==> src/rtl/video_stream_packer.sv <==
// video_stream_packer: turns a den-qualified pixel bus into a valid/ready
// pixel stream with start-of-frame (tuser) and end-of-line (tlast) markers.
// Accepted pixels pass through a one-stage hold register into a small FIFO.
// Sticky flags report FIFO overflow and line-length errors.
//
// Handshake: a beat transfers on a rising edge where m_tvalid and m_tready
// are both 1; m_tvalid never depends on m_tready, and m_tdata/m_tuser/m_tlast
// stay stable while m_tvalid is 1 and the beat has not been taken.
module video_stream_packer #(
    parameter int   H_VISIBLE  = 1920,
    parameter int   FIFO_DEPTH = 16,
    parameter logic VSYNC_POL  = 1'b1
) (
    input  logic        pixel_clock,
    input  logic        reset,
    input  logic        video_vsync,
    input  logic        video_den,
    input  logic        video_line_start,
    input  logic [23:0] video_data,
    output logic [23:0] m_tdata,
    output logic        m_tvalid,
    input  logic        m_tready,
    output logic        m_tuser,
    output logic        m_tlast,
    output logic        overflow,
    output logic        line_err,
    output logic [1:0]  fsm_state
);

    localparam int AW = $clog2(FIFO_DEPTH);
    localparam int CW = $clog2(H_VISIBLE + 1);
    localparam logic [CW-1:0] CNT_MAX = '1;
    localparam logic [CW-1:0] H_VIS_C = CW'(H_VISIBLE);

    typedef enum logic [1:0] {
        SYNC_WAIT = 2'd0,
        ACTIVE    = 2'd1,
        DROP      = 2'd2
    } state_t;

    state_t        state_q, state_d;
    logic          vsync_q;
    logic          frame_start;
    logic          hold_valid;
    logic [23:0]   hold_data;
    logic [25:0]   mem [FIFO_DEPTH];
    logic [25:0]   head;
    logic [AW:0]   wr_ptr, rd_ptr;
    logic          full, empty, pop;
    logic          accept_en, wr_en, drop_evt, line_end;
    logic          sof_armed;
    logic [CW-1:0] line_cnt, cnt_inc;
    logic          overflow_q, line_err_q;

    // Frame start is the inactive-to-active transition of vsync.
    assign frame_start = (video_vsync == VSYNC_POL) && (vsync_q != VSYNC_POL);

    // Pointers carry one extra wrap bit so full and empty are distinguishable.
    assign empty = (wr_ptr == rd_ptr);
    assign full  = (wr_ptr[AW] != rd_ptr[AW]) && (wr_ptr[AW-1:0] == rd_ptr[AW-1:0]);
    assign pop   = !empty && m_tready;

    // Saturating increment so a runaway line cannot wrap back to a legal count.
    assign cnt_inc  = (line_cnt == CNT_MAX) ? line_cnt : line_cnt + CW'(1);
    // A push that happens while den is already low closes the line.
    assign line_end = wr_en && !video_den;

    // FSM state register.
    always_ff @(posedge pixel_clock or negedge reset) begin
        if (!reset) state_q <= SYNC_WAIT;
        else        state_q <= state_d;
    end

    // FSM next-state: frame start wins from any state; overflow parks in DROP.
    always_comb begin
        state_d = state_q;
        if (frame_start)                      state_d = ACTIVE;
        else if (state_q == ACTIVE && drop_evt) state_d = DROP;
    end

    // FSM outputs: capture enable, FIFO write and overflow event.
    always_comb begin
        accept_en = 1'b0;
        wr_en     = 1'b0;
        drop_evt  = 1'b0;
        if (state_q == ACTIVE) begin
            accept_en = 1'b1;
            wr_en     = hold_valid && (!full || pop);
            drop_evt  = hold_valid && full && !pop;
        end
    end

    // Vsync edge register, hold stage, pointers, SOF, line counter and flags.
    always_ff @(posedge pixel_clock or negedge reset) begin
        if (!reset) begin
            vsync_q    <= !VSYNC_POL;
            hold_valid <= 1'b0;
            hold_data  <= '0;
            wr_ptr     <= '0;
            rd_ptr     <= '0;
            sof_armed  <= 1'b0;
            line_cnt   <= '0;
            overflow_q <= 1'b0;
            line_err_q <= 1'b0;
        end else begin
            vsync_q    <= video_vsync;
            hold_valid <= video_den && accept_en;
            if (video_den && accept_en) hold_data <= video_data;
            if (wr_en) wr_ptr <= wr_ptr + (AW+1)'(1);
            if (pop)   rd_ptr <= rd_ptr + (AW+1)'(1);
            if (frame_start)  sof_armed <= 1'b1;
            else if (wr_en)   sof_armed <= 1'b0;
            if (frame_start || line_end) line_cnt <= '0;
            else if (wr_en)              line_cnt <= cnt_inc;
            if (drop_evt) overflow_q <= 1'b1;
            if ((line_end && cnt_inc != H_VIS_C) || (video_line_start && video_den))
                line_err_q <= 1'b1;
        end
    end

    // FIFO storage: {tuser, tlast, data}; no reset needed, empty masks it.
    always_ff @(posedge pixel_clock) begin
        if (wr_en) mem[wr_ptr[AW-1:0]] <= {sof_armed, !video_den, hold_data};
    end

    assign head      = mem[rd_ptr[AW-1:0]];
    assign m_tvalid  = !empty;
    assign m_tdata   = empty ? 24'd0 : head[23:0];
    assign m_tlast   = !empty && head[24];
    assign m_tuser   = !empty && head[25];
    assign overflow  = overflow_q;
    assign line_err  = line_err_q;
    assign fsm_state = state_q;

endmodule

==> config.mk <==
export PLATFORM = sky130hd
export DESIGN_NAME = video_stream_packer
export DESIGN_NICKNAME = d
export VERILOG_FILES = /design/src/rtl/video_stream_packer.sv
export SDC_FILE = /design/constraint.sdc
export NUM_CORES = 1
export LEC_CHECK = 0
export CAP_MARGIN = 20
export CORE_MARGIN = 4
export CORE_UTILIZATION = 61
export CTS_BUF_LIST = sky130_fd_sc_hd__clkbuf_2
export CTS_CLUSTER_DIAMETER = 120
export DETAILED_ROUTE_END_ITERATION = 10
export GPL_ROUTABILITY_DRIVEN = 0
export PLACE_DENSITY = 0.79
export REMOVE_ABC_BUFFERS = 1
export SYNTH_ARGS = -nofsm -noshare
export SYNTH_HDL_FRONTEND = slang
export SYNTH_SLANG_ARGS = --single-unit
==> constraint.sdc <==
create_clock -name pixel_clock -period 4.47 [get_ports pixel_clock]
set_input_delay 0.6705 -clock pixel_clock [delete_from_list [all_inputs] [get_ports pixel_clock]]
set_output_delay 0.6705 -clock pixel_clock [all_outputs]
set_load 0.01 [all_outputs]
* Word-level counts from Yosys, hierarchy flattened *
Memory sizes are Yosys's and may differ from the RTL's.
Index checks and enable logic that the tools add are counted.

cells by class
  add/sub/neg operators = 3
  $mul = 0
  div/mod/pow operators = 0
  magnitude comparators = 0
  equality and inequality tests = 6
  shift operators = 0
  muxes and demuxes = 13
  bitwise gates (word level) = 1
  reductions and logical operators = 23

operators by type and width
  kind                     number
  $mux W11                 3
  $mux W24                 1
  $logic_and A1 B1 Y1      13
  $add A11 B1 Y11 const B  1
  $eq A11 B11 Y1 const B   1
  $ne A11 B11 Y1 const B   1
  $add A5 B1 Y5 const B    2
  $mux W1                  7
  $reduce_bool A2 Y1       3
  $eq A5 B5 Y1             1
  $eq A4 B4 Y1             1
  $logic_not A1 Y1         4
  $mux W2                  2
  $logic_or A1 B1 Y1       3
  $eq A2 B1 Y1 const B     1
  $ne A1 B1 Y1             1
  $not A1 Y1               1

word-level totals
  flip-flop bits (word level) = 52
  latch bits = 0
  bits in writable memories = 416
  memory bits (read-only) = 0
  input port bits = 30
  memories kept = 1

memories
  memory  depth  width  rd ports  clocked after memory_dff  wr ports  RTL line  text
  mem     16     26     1         0                         1         46        logic [25:0] mem [FIFO_DEPTH];

* Longest topological paths before layout *
Gate-level depths: netlist (run 1).

  depth after elaboration = 9
  depth in mapped cells = 8
  mapped depth without buffers = 6

* Worst setup path before layout (run 1) *
Ideal clock, no wire load.

  path kind = register to register
  from = register wr_ptr[2]
  to = memory mem[3][0], enable pin
  arrival = 3,272 ps
  slack = 757 ps
  stages on the path, launching flop included = 8
  period minus slack after synthesis = 3,713 ps
  path through = dfrtp_1 clkbuf_1 xor2_1 nor4_4 a21boi_2 clkbuf_1 nand2_1 nor3_1

between the ends
  longest elaborated chain between the ends = 8
  elaborated cells between the ends (all ways) = 11

ends and longest elaborated chain
  what                                                     RTL line  text
  from (decl)                                              48        logic [AW:0] wr_ptr, rd_ptr;
  from (signal assigned)                                   109       if (wr_en) wr_ptr <= wr_ptr + (AW+1)'(1);
  $eq A5 B5 Y1 or $eq A4 B4 Y1 (tied branches)             59, 60
  $logic_not A1 Y1 or $logic_and A1 B1 Y1 (tied branches)  61, 60
  $logic_and A1 B1 Y1 or $logic_not A1 Y1 (tied branches)  61, 88
  $logic_or A1 B1 Y1                                       88        wr_en = hold_valid && (!full || pop);
  $logic_and A1 B1 Y1                                      88
  $mux W1                                                  86        if (state_q == ACTIVE) begin
  $mux W1                                                  123       if (wr_en) mem[wr_ptr[AW-1:0]] <= {sof_armed, !video_den, hold_data};
  $mux W1 (not written as such)                            123
  to (decl)                                                46

Several ways; a longest one is shown, not always the timed one.

* Worst setup path after layout (run 1) *
  from = register rd_ptr[0]
  to = output m_tdata[16]

between the ends
  longest elaborated chain between the ends = 2
  elaborated cells between the ends (all ways) = 3

ends and longest elaborated chain
  what                                             RTL line  text
  from (decl)                                      48
  from (signal assigned)                           110       if (pop) rd_ptr <= rd_ptr + (AW+1)'(1);
  $mem_v2 Z16 W26 or $eq A5 B5 Y1 (tied branches)  --
  $mux W24 (*)                                     128       assign m_tdata = empty ? 24'd0 : head[23:0];
  to (decl)                                        20        output logic [23:0] m_tdata,

Mark *: on every way between the ends. The rest lies on a longest branch, timed or not.

==> results of run 1 <==
-- through the flow --
step	setup WS [ps]	TNS [ps]	total power, mW	area, um2	util
5_1_grt	-8.05	-13.9	14.0	20700	0.698
3_3_place_gp	973	0	10.5	19600	0.660
4_1_cts	19.1	0	13.4	20700	0.696
6_report	208	0	13.3	20700	0.698
2_1_floorplan	-2860	-783660	9.06	18200	-
3_5_place_dp	918	0	10.6	19600	0.660
-- registers in the layout, summed over array words and instances (netlist names) --
| name | cells |
|---|---|
| sof_armed | 1 |
| wr_ptr | 5 |
| line_cnt | 11 |
| rd_ptr | 5 |
| mem | 416 |
| vsync_q | 1 |
| hold_data | 24 |
| hold_valid | 1 |
| line_err | 1 |
| fsm_state | 2 |
| overflow | 1 |
-- worst register-to-register path, stage by stage (launching register included) --
cell and delay (ps):
dfrtp_4 620, xor2_1 260, nor4_4 100, a21boi_2 140
buf_4 260, and3_2 630, buf_4 310
-- per-layer routing --
metal / wire, um / track usage / vias to the layer above
met5: 0 / 0 / -
met4: 769 / 0.0832 / 0
met3: 3530 / 0.0529 / 64
met2: 19500 / 0.383 / 510
met1: 15100 / 0.343 / 4880
li1: - / - / 4053
-- kinds of logic (layout without fill, tap and decap cells) --
| kind of cell | Yosys count | after routing | synth area share |
|---|---|---|---|
| flip-flops | 468 | 468 | 0.749 |
| AND/OR/NAND/NOR | 176 | 176 | 0.0482 |
| multiplexers | 133 | 133 | 0.161 |
| buffers and inverters | 55 | 317 | 0.0162 |
| AO/OA/AOI/OAI | 43 | 43 | 0.0153 |
| XOR/XNOR | 14 | 14 | 0.00666 |
| adder cells (fa/ha/maj) | 6 | 6 | 0.00408 |
| other | 0 | 1 | 0 |
-- worst max path at each step --
stage                                endpoint  slack, ps             startpoint
final                             m_tdata[16]        210  rd_ptr[0]$_DFFE_PN0P_
after global routing               m_tdata[5]         -8  rd_ptr[0]$_DFFE_PN0P_
after CTS                          m_tdata[4]         20  rd_ptr[0]$_DFFE_PN0P_
after detailed placement          m_tdata[12]        920  rd_ptr[0]$_DFFE_PN0P_
after global placement            m_tdata[12]        970  rd_ptr[0]$_DFFE_PN0P_
after floorplan           mem[3][0]$_DFFE_PP_      -2860  rd_ptr[0]$_DFFE_PN0P_
-- power by group through the flow --
stage,combinational [mW],sequential [mW],clock (mW)
after global placement,4.16,6.32,0
after global routing,4.61,6.32,3.04
final,4.33,6.23,2.71
after detailed placement,4.23,6.38,0
after CTS,4.30,6.26,2.80
after floorplan,2.55,6.51,0
-- cell usage after synthesis (all sizes together) --
cell / n
a21o: 2
o21ai: 7
mux2: 1
o211a: 1
nand2b: 3
o41ai: 1
and3b: 2
o22ai: 3
a21oi: 16
or4: 1
xor2: 8
o221ai: 1
and4: 2
a31o: 2
inv: 10
buf: 20
o22a: 2
nor2b: 4
edfxtp: 416
a31oi: 2
a221o: 1
a32o: 1
nand4b: 1
nand4: 2
clkbuf: 25
nor4: 2
nand2: 87
xnor2: 6
and2: 28
a21boi: 2
and3: 20
mux4: 130
a21bo: 1
or3b: 2
nor2: 9
a2bb2oi: 1
nor4bb: 1
nor3: 6
nand3: 6
dfrtp: 52
ha: 6
mux2i: 2
-- what timing repair did --
item	in CTS	in global routing
hold buffers	1	0
pin swaps	0	0
setup endpoints to repair	23	24
resized for setup	2	0
endpoints found under the hold margin	34	0
buffers inserted	1	6
-- final cells by class --
class / count / area, um2 / area share
tap: 390 / 488 / 0.0235
clock buffer: 171 / 856 / 0.0413
antenna: 1 / 2.50 / 0.000121
clock inverter: 37 / 188 / 0.00905
inverter: 10 / 37.5 / 0.00181
timing repair buffer: 99 / 1020 / 0.0493
sequential: 468 / 13800 / 0.665
multi-input combinational: 372 / 4350 / 0.210
==> results.md, run 1 <==
* Status: complete, no violations
* Mapped Cells at 895
* Final WL at 38800 um
* Cell count after placement at 1331
* Pin count of the biggest net entering global routing at between 50 and 60
* Die width at 182 um
* Area Overhead vs Synth at 12.6%
* I/O pins at approximately 60
* First-pass GRT wire length at 59300 um
* Antenna violations before repair at 1
* Hold path depth at 3
* Critical path's top delay family: multiplexers
* Post-DP HPWL at roughly 21000 um
* Startpoint Class: flop
* Reg2Reg Depth at 6
* HP Start: video_data[2]
* Wirelength per Cell at 25.1 um
* Core area at 29700 um2
* Commonest non-fill, non-tap cell in the layout: edfxtp_1
* Hold slack at 187 ps
* H-tree Lvls at 3
* YS warnings at 0
* Seq pwr share at 0.469
* Clock net sink count at between 400 and 500
* Nets at 1097
* Clock latency at the later pin of the worst-skew pair at 990 ps
* Slew headroom at 0.365
* Avg Cell Area, Syn at between 20 and 25 um2
* Max Cap Viol at 0
* Crit. End Element: output port
* Synthesized flop and latch total at 468
* Worst path cell trace: buf_12 > mux4_2 > mux4_2 > and2_1 > clkdlybuf4s50_1
* Non-filler instance count after layout at 1548
* Switching Fraction at 0.314
* Slew @ Worst Pin at around 950 ps
* Min Tclk post-route at 4260 ps
* Distinct cell type count after synthesis at 50
* Yosys top cell by area: edfxtp_1
* Slew Limit Fails at 0
* End of the worst hold path: hold_data[2]$_DFFE_PN0P_
* # DRC at 0
* Reg2reg setup slack at about 1800 ps
* Vias after detailed routing at 9507
* Site Rows at 63
* Die height at roughly 180 um
* Pwr/cell area at 640 nW/um2
* Static Leak at a little over 7 nW
* Gr usage total at 0.242
* Root Driver: clkbuf_2
* Internal at 9.10 mW
* Clock slew at reported path FFs at 120 ps
* IO buf count at 60
* Post-route ant nets at 0
* Critical path class: reg -> out
* Die Area at 33000 um2
* Critical Path Max Stage Delay at 600 ps
* TritonCTS clock tree: built
* Most frequent CP cell: mux4_2
* Clock power frac at 0.204
* Worst path depth at 5
* Proportion of layout cells with a drive suffix above 1 at 0.326
* Critical Path RT at 3800 ps
* WP data arrival at roughly 3600 ps
* Top area cells in the synthesized netlist: edfxtp_1 (68%), mux4_2 (16%), dfrtp_1 (7.1%)
* Pre-antenna DRT Iters at 7
* Psw at about 4.2 mW
* Initial Util at 0.620
* Reg-to-Reg End: mem[1][19]$_DFFE_PP_
* Slowest cell on crit path: dfrtp_4
* TritonCTS buffer count at 110
* Post-Syn Area at about 18000 um2
* Most frequent cells in the layout: edfxtp_1 (416), clkbuf_2 (171), mux4_2 (130)
* Via density at 6.14
* DR iter-0 viols at 949
* Global route overflow at 0
* Final period util at 0.953
* Worst Path Max Fanout at 29
* Post-synth top area share at 0.678
* Setup Viol. Count Final at 0
* F_max at 235 MHz
* Worst r2r src: rd_ptr[1]$_DFFE_PN0P_
* Filler cell count at approximately 1.8k
* Worst Hold Class: in -> reg
* Comb pwr share at 0.326
* Longest Clk Path Bufs at 3
* Final hold viol count at 0
* RSZ-0062 raised after global routing: yes
* Vias in the first global route at 9955
* Sequential area share after synthesis at 0.749
* Skew final at ~100 ps
* Maximum VDD drop at about 360 uV
* Worst path bufs/invs at 2
Note: power is estimated with default switching activity, not from simulation.
==> run 2, diff against run 1 <==
TNS_END_PERCENT = 50   (was default)
==> results of run 2 <==
The final DEF is identical to that of run 1; final timing and power are the same.
==> run 3, diff against run 2 <==
CTS_CLUSTER_SIZE = 28   (was default)
clock period = 5.4 ns   (was 4.47 ns; I/O delays follow)
==> results.md, run 3 (synthesis results as in run 1) <==
* Via density at 6.42
* IO buf count at 60
* Wirelength per Cell at 27.2 um
* Clock power frac at 0.115
* Pin count of the biggest net entering global routing at 53
* Startpoint Class: flop
* Most frequent CP cell: mux4_2
* Pre-antenna DRT Iters at 5
* Min Tclk post-route at 4870 ps
* Final period util at 0.903
* Root Driver: clkbuf_2
* Post-DP HPWL at roughly 19000 um
* F_max at roughly 210 MHz
* Design Power at 9.71 mW
* Slew headroom at 0.303
* Critical path class: reg -> out
* Most frequent cells in the layout: edfxtp_1 (416), mux4_2 (130), nand2_1 (87)
* Area Overhead vs Synth at 6.34%
* Slew @ Worst Pin at 1040 ps
* Worst path bufs/invs at 2
* Post-placement cell area at 19400 um2
* Slowest cell on crit path: dfrtp_4
* Commonest non-fill, non-tap cell in the layout: edfxtp_1
* Final WL at 36700 um
* Antenna violations before repair at 1
* Non-filler instance count after layout at 1350
* RSZ-0062 raised after global routing: no
* WP data arrival at 4060 ps
* Max Cap Viol at 0
* Core area at 29700 um2
* Pwr/cell area at 496 nW/um2
* TritonCTS buffer count at 20
* First-pass GRT wire length at 56500 um
* Seq pwr share at 0.539
* Critical path's top delay family: buffers and inverters
* Critical Path Max Stage Delay at 960 ps
* Cell count after placement at ~1.3k
* Die height at around 180 um
* Post-route ant nets at 0
* Setup Viol. Count Final at 0
* H-tree Lvls at 1
* Slew Limit Fails at 0
* Clock slew at reported path FFs at 470 ps
* Place WS at 1590 ps
* Post-route cell area at 19600 um2
* Max reg flops at approximately 420
* Switching Fraction at 0.311
* Nets at 981
* Worst Path Max Fanout at 44
* Critical Path RT at 4590 ps
* Postcts setup bufs at 0
* # DRC at 0
* Site Rows at 63
* Global route overflow at 0
* Vias after detailed routing at 8669
* Gr usage total at 0.229
* Comb pwr share at 0.346
* I/O pins at between 60 and 70
* Vias in the first global route at 8953
* Internal at between 6 and 7 mW
* Die Area at around 33000 um2
* Status: complete, no violations
* Final core occ at 0.659
* Clock net sink count at about 470
* DR iter-0 viols at 929
* Initial Util at 0.620
* Crit. End Element: output port
* TritonCTS clock tree: built
* Hold slack at 266 ps
* Worst path cell trace: buf_4 > mux4_2 > mux4_2 > and2_1 > clkdlybuf4s50_1
* Die width at 182 um
* Final hold viol count at 0
* Psw at 3.02 mW
* PnR worst setup slack at 526 ps
* Maximum VDD drop at 407 uV
* Clock latency at the later pin of the worst-skew pair at 960 ps
* Setup tns final at 0 ps
* Proportion of layout cells with a drive suffix above 1 at 0.216
* Worst Hold Class: in -> reg
* Static Leak at 6.43 nW
* Longest Clk Path Bufs at 3
* Skew final at 56.3 ps
## run 3: changes by cell type in the layout (fill, tap and decap cells not counted), sizes merged
cell | before | now
bufinv | 1 | 0
buf | 39 | 13
clkinv | 31 | 0
inv | 14 | 11
clkbuf | 171 | 35
clkinvlp | 1 | 0
## run 3: power by group through the flow
stage | combinational, mW | sequential [mW] | clock (mW)
after global placement | 3.34 | 5.27 | 0
final | 3.36 | 5.23 | 1.12
after detailed placement | 3.41 | 5.32 | 0
after floorplan | 2.11 | 5.39 | 0
after CTS | 3.42 | 5.23 | 1.14
after global routing | 3.60 | 5.32 | 1.30
## run 3: area by class of cell
class	instances	area, um2
multi-input combinational	372	4350
inverter	10	37.5
fill	1889	10100
clock buffer	35	175
clock inverter	1	8.76
timing repair buffer	73	721
sequential	468	13800
antenna	1	2.50
tap	390	488
## run 3: metal layers
layer / vias to the layer above / GRT usage / wire [um]
met5: - / 0 / 0
met2: 407 / 0.371 / 18400
li1: 3694 / - / -
met1: 4523 / 0.348 / 14600
met4: 0 / 0.0414 / 652
met3: 45 / 0.0292 / 2980
## run 3: timing repair
action	4_1_cts	5_1_grt
hold endpoints to repair	52	0
gates resized for setup	0	0
hold buffers	1	0
## run 3: worst paths after layout
check / startpoint / endpoint / slack, ps / depth (start not counted)
max: rd_ptr[1]$_DFFE_PN0P_ / m_tdata[5] / 530 / 5
min: video_vsync / vsync_q$_DFF_PN0_ / 270 / 1
max reg2reg: rd_ptr[1]$_DFFE_PN0P_ / mem[15][19]$_DFFE_PP_ / 1900 / 4
min reg2reg: wr_ptr[4]$_DFFE_PN0P_ / wr_ptr[4]$_DFFE_PN0P_ / 500 / 1
max in group asynchronous: reset / rd_ptr[0]$_DFFE_PN0P_ / 4290 / 3
min in group asynchronous: reset / hold_data[11]$_DFFE_PN0P_ / 490 / 3
## run 3: worst register-to-register path: stages, from the launching register on
cell and delay (ps):
dfrtp_4 960, xor2_1 290, nor4_4 100, a21boi_2 740, and3_2 1060
